`src/rtl/branch_target_buffer_pkg.sv`:
```
// Shared types and constants for the branch target buffer.
// btb_entry_t holds the per-entry state whose width does not depend on module
// parameters (valid bit, 2-bit direction counter); tag, target and age widths
// follow WIDTH/SIZE and live in parallel per-field arrays inside the top.
package branch_target_buffer_pkg;

  localparam logic [1:0] CNT_MIN     = 2'd0;
  localparam logic [1:0] CNT_WEAK_NT = 2'd1;
  localparam logic [1:0] CNT_WEAK_T  = 2'd2;
  localparam logic [1:0] CNT_MAX     = 2'd3;

  typedef struct packed {
    logic       valid;
    logic [1:0] cnt;
  } btb_entry_t;

  // Saturating 2-bit direction counter step.
  function automatic logic [1:0] cnt_next(input logic [1:0] cnt, input logic taken);
    logic [1:0] res;
    res = cnt;
    if (taken && cnt != CNT_MAX)       res = cnt + 2'd1;
    else if (!taken && cnt != CNT_MIN) res = cnt - 2'd1;
    return res;
  endfunction

endpackage

```
`src/rtl/branch_target_buffer_lru_select.sv`:
```
// Victim selection for allocation: lowest-index invalid entry, otherwise the
// entry holding the maximum age (least recently touched).
// Ports:
//   valid  - per-entry valid bits
//   age    - per-entry ages, packed, entry i at [i*AGE_W +: AGE_W]
//   victim - index of the entry to allocate into
module btb_lru_select #(
  parameter int SIZE  = 8,
  parameter int AGE_W = $clog2(SIZE)
) (
  input  logic [SIZE-1:0]       valid,
  input  logic [SIZE*AGE_W-1:0] age,
  output logic [AGE_W-1:0]      victim
);

  logic             found;
  logic [AGE_W-1:0] max_age;
  logic [AGE_W-1:0] cur_age;

  always_comb begin
    victim  = '0;
    found   = 1'b0;
    max_age = age[AGE_W-1:0];
    cur_age = '0;
    for (int unsigned i = 0; i < SIZE; i++) begin
      if (!valid[i] && !found) begin
        victim = AGE_W'(i);
        found  = 1'b1;
      end
    end
    if (!found) begin
      // Strict compare keeps the lowest index on a tie.
      for (int unsigned i = 1; i < SIZE; i++) begin
        cur_age = age[i*AGE_W +: AGE_W];
        if (cur_age > max_age) begin
          max_age = cur_age;
          victim  = AGE_W'(i);
        end
      end
    end
  end

endmodule

```
`src/rtl/branch_target_buffer.sv`:
```
// Fully associative branch target buffer with 2-bit direction counters and
// age-based replacement. Optional statistics under BRANCH_TARGET_BUFFER_STATS_EN.
// Ports:
//   clk, rst            - clock, asynchronous active-low reset
//   lookup_en, pc       - IF-stage lookup (lookup_en only qualifies stats)
//   predict_jump        - hit and counter predicts taken
//   jump_addr           - target of hit entry, 0 on miss
//   ex_branch, ex_pc, ex_target, ex_taken - EX-stage resolution / update
//   flush               - synchronous invalidate of all entries
//   stat_hits, stat_updates - saturating statistics (0 when stats disabled)
module branch_target_buffer
  import branch_target_buffer_pkg::*;
#(
  parameter int WIDTH  = 32,
  parameter int SIZE   = 8,
  parameter int STAT_W = 32
) (
  input  logic              clk,
  input  logic              rst,
  input  logic              lookup_en,
  input  logic [WIDTH-1:0]  pc,
  output logic              predict_jump,
  output logic [WIDTH-1:0]  jump_addr,
  input  logic              ex_branch,
  input  logic [WIDTH-1:0]  ex_pc,
  input  logic [WIDTH-1:0]  ex_target,
  input  logic              ex_taken,
  input  logic              flush,
  output logic [STAT_W-1:0] stat_hits,
  output logic [STAT_W-1:0] stat_updates
);

  localparam int AGE_W = $clog2(SIZE);

  btb_entry_t       ent_q [SIZE];
  btb_entry_t       ent_d [SIZE];
  logic [WIDTH-1:0] tag_q [SIZE];
  logic [WIDTH-1:0] tag_d [SIZE];
  logic [WIDTH-1:0] tgt_q [SIZE];
  logic [WIDTH-1:0] tgt_d [SIZE];
  logic [AGE_W-1:0] age_q [SIZE];
  logic [AGE_W-1:0] age_d [SIZE];

  logic [SIZE-1:0]       valid_vec;
  logic [SIZE*AGE_W-1:0] age_flat;
  logic [AGE_W-1:0]      victim;

  logic             hit;
  logic [1:0]       hit_cnt;
  logic [WIDTH-1:0] hit_tgt;

  logic             upd_hit;
  logic [AGE_W-1:0] upd_idx;
  logic [AGE_W-1:0] sel_idx;
  logic [AGE_W-1:0] old_age;

  always_comb begin
    valid_vec = '0;
    age_flat  = '0;
    for (int unsigned i = 0; i < SIZE; i++) begin
      valid_vec[i]                   = ent_q[i].valid;
      age_flat[i*AGE_W +: AGE_W]     = age_q[i];
    end
  end

  btb_lru_select #(
    .SIZE  (SIZE),
    .AGE_W (AGE_W)
  ) u_lru_select (
    .valid  (valid_vec),
    .age    (age_flat),
    .victim (victim)
  );

  // Lookup reads registered state only; tags are unique so OR-merge is exact.
  always_comb begin
    hit     = 1'b0;
    hit_cnt = '0;
    hit_tgt = '0;
    for (int unsigned i = 0; i < SIZE; i++) begin
      if (ent_q[i].valid && tag_q[i] == pc) begin
        hit     = 1'b1;
        hit_cnt = hit_cnt | ent_q[i].cnt;
        hit_tgt = hit_tgt | tgt_q[i];
      end
    end
    predict_jump = hit && (hit_cnt >= CNT_WEAK_T);
    jump_addr    = hit_tgt;
  end

  always_comb begin
    upd_hit = 1'b0;
    upd_idx = '0;
    for (int unsigned i = 0; i < SIZE; i++) begin
      if (ent_q[i].valid && tag_q[i] == ex_pc) begin
        upd_hit = 1'b1;
        upd_idx = AGE_W'(i);
      end
    end
    sel_idx = upd_hit ? upd_idx : victim;
    // A fresh allocation ages every valid entry, as if it came from the oldest slot.
    old_age = upd_hit ? age_q[upd_idx] : AGE_W'(SIZE - 1);

    ent_d = ent_q;
    tag_d = tag_q;
    tgt_d = tgt_q;
    age_d = age_q;
    if (flush) begin
      for (int unsigned i = 0; i < SIZE; i++) begin
        ent_d[i].valid = 1'b0;
        age_d[i]       = '0;
      end
    end else if (ex_branch) begin
      for (int unsigned i = 0; i < SIZE; i++) begin
        if (AGE_W'(i) == sel_idx) begin
          ent_d[i].valid = 1'b1;
          tag_d[i]       = ex_pc;
          age_d[i]       = '0;
          if (upd_hit) begin
            ent_d[i].cnt = cnt_next(ent_q[i].cnt, ex_taken);
            if (ex_taken) tgt_d[i] = ex_target;
          end else begin
            ent_d[i].cnt = ex_taken ? CNT_WEAK_T : CNT_WEAK_NT;
            tgt_d[i]     = ex_target;
          end
        end else if (ent_q[i].valid && age_q[i] < old_age) begin
          age_d[i] = age_q[i] + AGE_W'(1);
        end
      end
    end
  end

  always_ff @(posedge clk or negedge rst) begin
    if (!rst) begin
      for (int unsigned i = 0; i < SIZE; i++) begin
        ent_q[i] <= '0;
        tag_q[i] <= '0;
        tgt_q[i] <= '0;
        age_q[i] <= '0;
      end
    end else begin
      ent_q <= ent_d;
      tag_q <= tag_d;
      tgt_q <= tgt_d;
      age_q <= age_d;
    end
  end

`ifdef BRANCH_TARGET_BUFFER_STATS_EN
  logic [STAT_W-1:0] stat_hits_q, stat_hits_d;
  logic [STAT_W-1:0] stat_updates_q, stat_updates_d;

  always_comb begin
    stat_hits_d    = stat_hits_q;
    stat_updates_d = stat_updates_q;
    if (lookup_en && hit && stat_hits_q != '1)
      stat_hits_d = stat_hits_q + STAT_W'(1);
    if (ex_branch && !flush && stat_updates_q != '1)
      stat_updates_d = stat_updates_q + STAT_W'(1);
  end

  always_ff @(posedge clk or negedge rst) begin
    if (!rst) begin
      stat_hits_q    <= '0;
      stat_updates_q <= '0;
    end else begin
      stat_hits_q    <= stat_hits_d;
      stat_updates_q <= stat_updates_d;
    end
  end

  assign stat_hits    = stat_hits_q;
  assign stat_updates = stat_updates_q;
`else
  logic unused_stats;
  assign unused_stats = lookup_en;
  assign stat_hits    = '0;
  assign stat_updates = '0;
`endif

endmodule

```
`config.mk`:
```
export PLATFORM = sky130hd
export DESIGN_NAME = branch_target_buffer
export DESIGN_NICKNAME = d
export VERILOG_FILES = /design/src/rtl/branch_target_buffer_pkg.sv /design/src/rtl/branch_target_buffer_lru_select.sv /design/src/rtl/branch_target_buffer.sv
export SDC_FILE = /design/constraint.sdc
export NUM_CORES = 2
export LEC_CHECK = 0
export BUFFER_PORTS_ARGS = -buffer_cell sky130_fd_sc_hd__buf_2
export CAP_MARGIN = 20
export CORE_ASPECT_RATIO = 1.5
export CORE_UTILIZATION = 35
export CTS_BUF_LIST = sky130_fd_sc_hd__clkbuf_8 sky130_fd_sc_hd__clkbuf_16
export DETAILED_ROUTE_END_ITERATION = 10
export HOLD_SLACK_MARGIN = 0.03
export PLACE_DENSITY = 0.52
export SYNTH_ARGS = -nofsm -noshare
export SYNTH_HDL_FRONTEND = slang
export SYNTH_HIERARCHICAL = 1
export SYNTH_SLANG_ARGS = --single-unit
export TNS_END_PERCENT = 5
```
`constraint.sdc`:
```
create_clock -name clk -period 17.95 [get_ports clk]
set_input_delay 0.8975 -clock clk [delete_from_list [all_inputs] [get_ports clk]]
set_output_delay 0.8975 -clock clk [all_outputs]
set_load 0.05 [all_outputs]
```
==> flow_summary_export.csv <==
group,metric,value,unit
yosys,synth_cell_types,98,
setup_path,crit_path_max_fanout,38,
yosys,avgSynthCellArea,10.13,um^2
die,top_level_ports,199,
sta,hold_violations,0,
sta,fmaxAchievable,80.22,MHz
clocking,cts_sinks,560,
detailed_routing,dr.pass1.iters,5,
sta,worstMarginPinSlew,1176,ps
sta,rsz0062_at_grt,"no",
place,placed_cells,4313,
setup_path,path_common_cell,"ha_1",
yosys,synth-edff-count,0,
grt,grt-ovfl-total,0,
clocking,postCtsResizedCells,0,
yosys,synth-main-ff-cell,"dfrtp_1",
finish,layout_common_cells,"dfrtp_1, nand2_1, mux2_2",
pwr,vdd_drop_max,93.47,uV
detailed_routing,drt_drc_violations_left,0,
sta,min_period,12470,ps
die,initial_core_util,35.49,%
pwr,powerDensity,98.73,nW/um^2
yosys,ys_seq_elements,560,
pwr,p_leak,16.36,nW
run_status,outcome,"finished, final reports clean",
sta,setup_violations,0,
pwr,power.total,3.528,mW
yosys,yosysSeqAreaShare,43.62,%
setup_path,critical_path_class,"register to register",
setup_path,cp_slowest_cell,"nor3b_1",
die,rows,135,
grt,grt_use_total,24.18,%
detailed_routing,wl_per_cell,25.72,um
setup_path,cp.required,18460,ps
finish,area_delta_synth_final,11.20,%
die,fp.dieH,373.1,um
place,port_buffers,133,
flow_run,max_cap_violations,0,
sta,maxSlewHeadroom,21.31,%
clocking,clockRootBuffer,"clkbuf_16",
grt,antenna_found_initial,6,
finish,fin_nets,3342,
sta,post-route-period-util,69.45,%
detailed_routing,vias,24680,
yosys,synth.top_cell.area_share,43.62,%
sta,fin_tns_setup,0,ps
sta,setup_slack,5484,ps
finish,final_common_cell,"dfrtp_1",
yosys,synth_area_leaders,"dfrtp_1, mux2_2, xnor2_1",
yosys,syn_inst,3171,
finish,drive_gt1_share,20.79,%
die,core-area,90540,um^2
clocking,clock_latency,670,ps
die,die_area,93040,um^2
clocking,post_cts_buffers,0,
sta,finalClockSkew,49.45,ps
setup_path,cpPeakStageDelay,650,ps
grt,grt_pass1_wl,166700,um
detailed_routing,drt_iter0_markers,1817,
yosys,async_flop_share,100.0,%
place,dp.final_hpwl,73840,um
setup_path,worstSetupStartpointType,"register",
grt,grt_pass1_vias,24500,
yosys,synth_top_area_cell,"dfrtp_1",
detailed_routing,via_per_inst,5.578,
yosys,syn_area,32130,um^2
die,die_w,249.4,um
hold_path,hold_path.class,"input port to asynchronous set/reset pin",
finish,fin_cells,4425,
clocking,clk_pin_slew,60,ps
clocking,cts_tree,"done",
place,place_ws,5611,ps
yosys,ys_warn_count,6,
sta,drv_slew,0,
detailed_routing,drt-total-wl,113800,um
grt,grt_max_degree,142,
detailed_routing,ant_nets,0,
clocking,h-tree-depth,2,
setup_path,critPathArrivalTime,12980,ps
clocking,numCtsBuffers,59,
clocking,cts_max_path_buffers,3,
clocking,postCtsHoldBufs,0,
place,gp_congestion,0.9632,
finish,antennaDiodeCount,0,
setup_path,end_kind,"register",
-- state kept, by name (all words and copies together), names as in the netlist --
name / cells
tag_q: 256
tgt_q: 256
age_flat: 24
ent_q: 24
-- critical path, delay by kind of cell, from the launching register on --
kind / cells / cell delay (ps)
and+or+nand+nor: 16 / 3100
AOI/OAI and AO/OA: 16 / 4090
DFF: 1 / 500
adders and majority gates: 7 / 2080
muxes: 3 / 1010
buffers and inverters: 7 / 1470
-- synthesized netlist by cell type (37+ instances only) --
master    instances
a21oi_1          56
a221oi_1         37
a22o_1           38
a22oi_1          68
buf_2            50
buf_4            68
clkbuf_1        119
dfrtp_1         560
inv_1            64
mux2_2          334
nand2_1         534
nand3_1          76
nand4_1         112
nor2_1           48
nor4_1           91
o21ai_0          61
xnor2_1         323
xor2_1          176
-- power breakdown --
part,switching [mW],internal [mW]
clock,0.557,0.770
combinational,0.381,0.268
sequential,0.134,1.42
-- per-stage QoR --
stage          util [%]  cell area, um^2  hold slack (ps)
6_report          39.46            35730            249.6
5_1_grt           39.46            35730            309.7
4_1_cts           39.43            35700            274.7
3_5_place_dp      37.10            33590            476.0
3_3_place_gp      37.09            33580            466.6
2_1_floorplan         -            32370            458.1
-- worst paths after layout --
check	startpoint	endpoint	slack, ps	cells after the start
setup / recovery	age_flat[2]	tgt_q[64]	5480	49
hold / removal	rst	tgt_q[28]	250	1
setup reg to reg	age_flat[2]	tgt_q[64]	5480	49
hold reg to reg	tgt_q[32]	tgt_q[32]	490	1
max in group asynchronous	rst	tgt_q[242]	14840	5
min in group clk	tgt_q[32]	tgt_q[32]	490	1
-- per-layer routing --
metal	track usage, %	vias to the layer above	part of all wire (%)
met5	0	-	0.059
met4	13.77	12	6.4
met3	4.150	298	5.8
met2	41.48	850	49
met1	28.37	12460	39
li1	-	11060	-
-- cell type report --
| cell class | count | area [um^2] |
|---|---|---|
| fill | 8997 | 54810 |
| multi-input combinational | 2342 | 16820 |
| sequential | 560 | 14010 |
| clock buffer | 74 | 1694 |
| tap | 1164 | 1456 |
| timing repair buffer | 184 | 1091 |
| clock inverter | 37 | 416.7 |
| inverter | 64 | 240.2 |
-- cells by family after synthesis --
family                     share of synthesized area, %
buffers and inverters                             5.175
DFF                                               43.62
and+or+nand+nor                                   15.16
other                                           0.01167
muxes                                             12.29
AOI/OAI and AO/OA                                 8.637
xor gates and xnor gates                          13.75
adders and majority gates                         1.351
(Power assumes the default switching activity.)
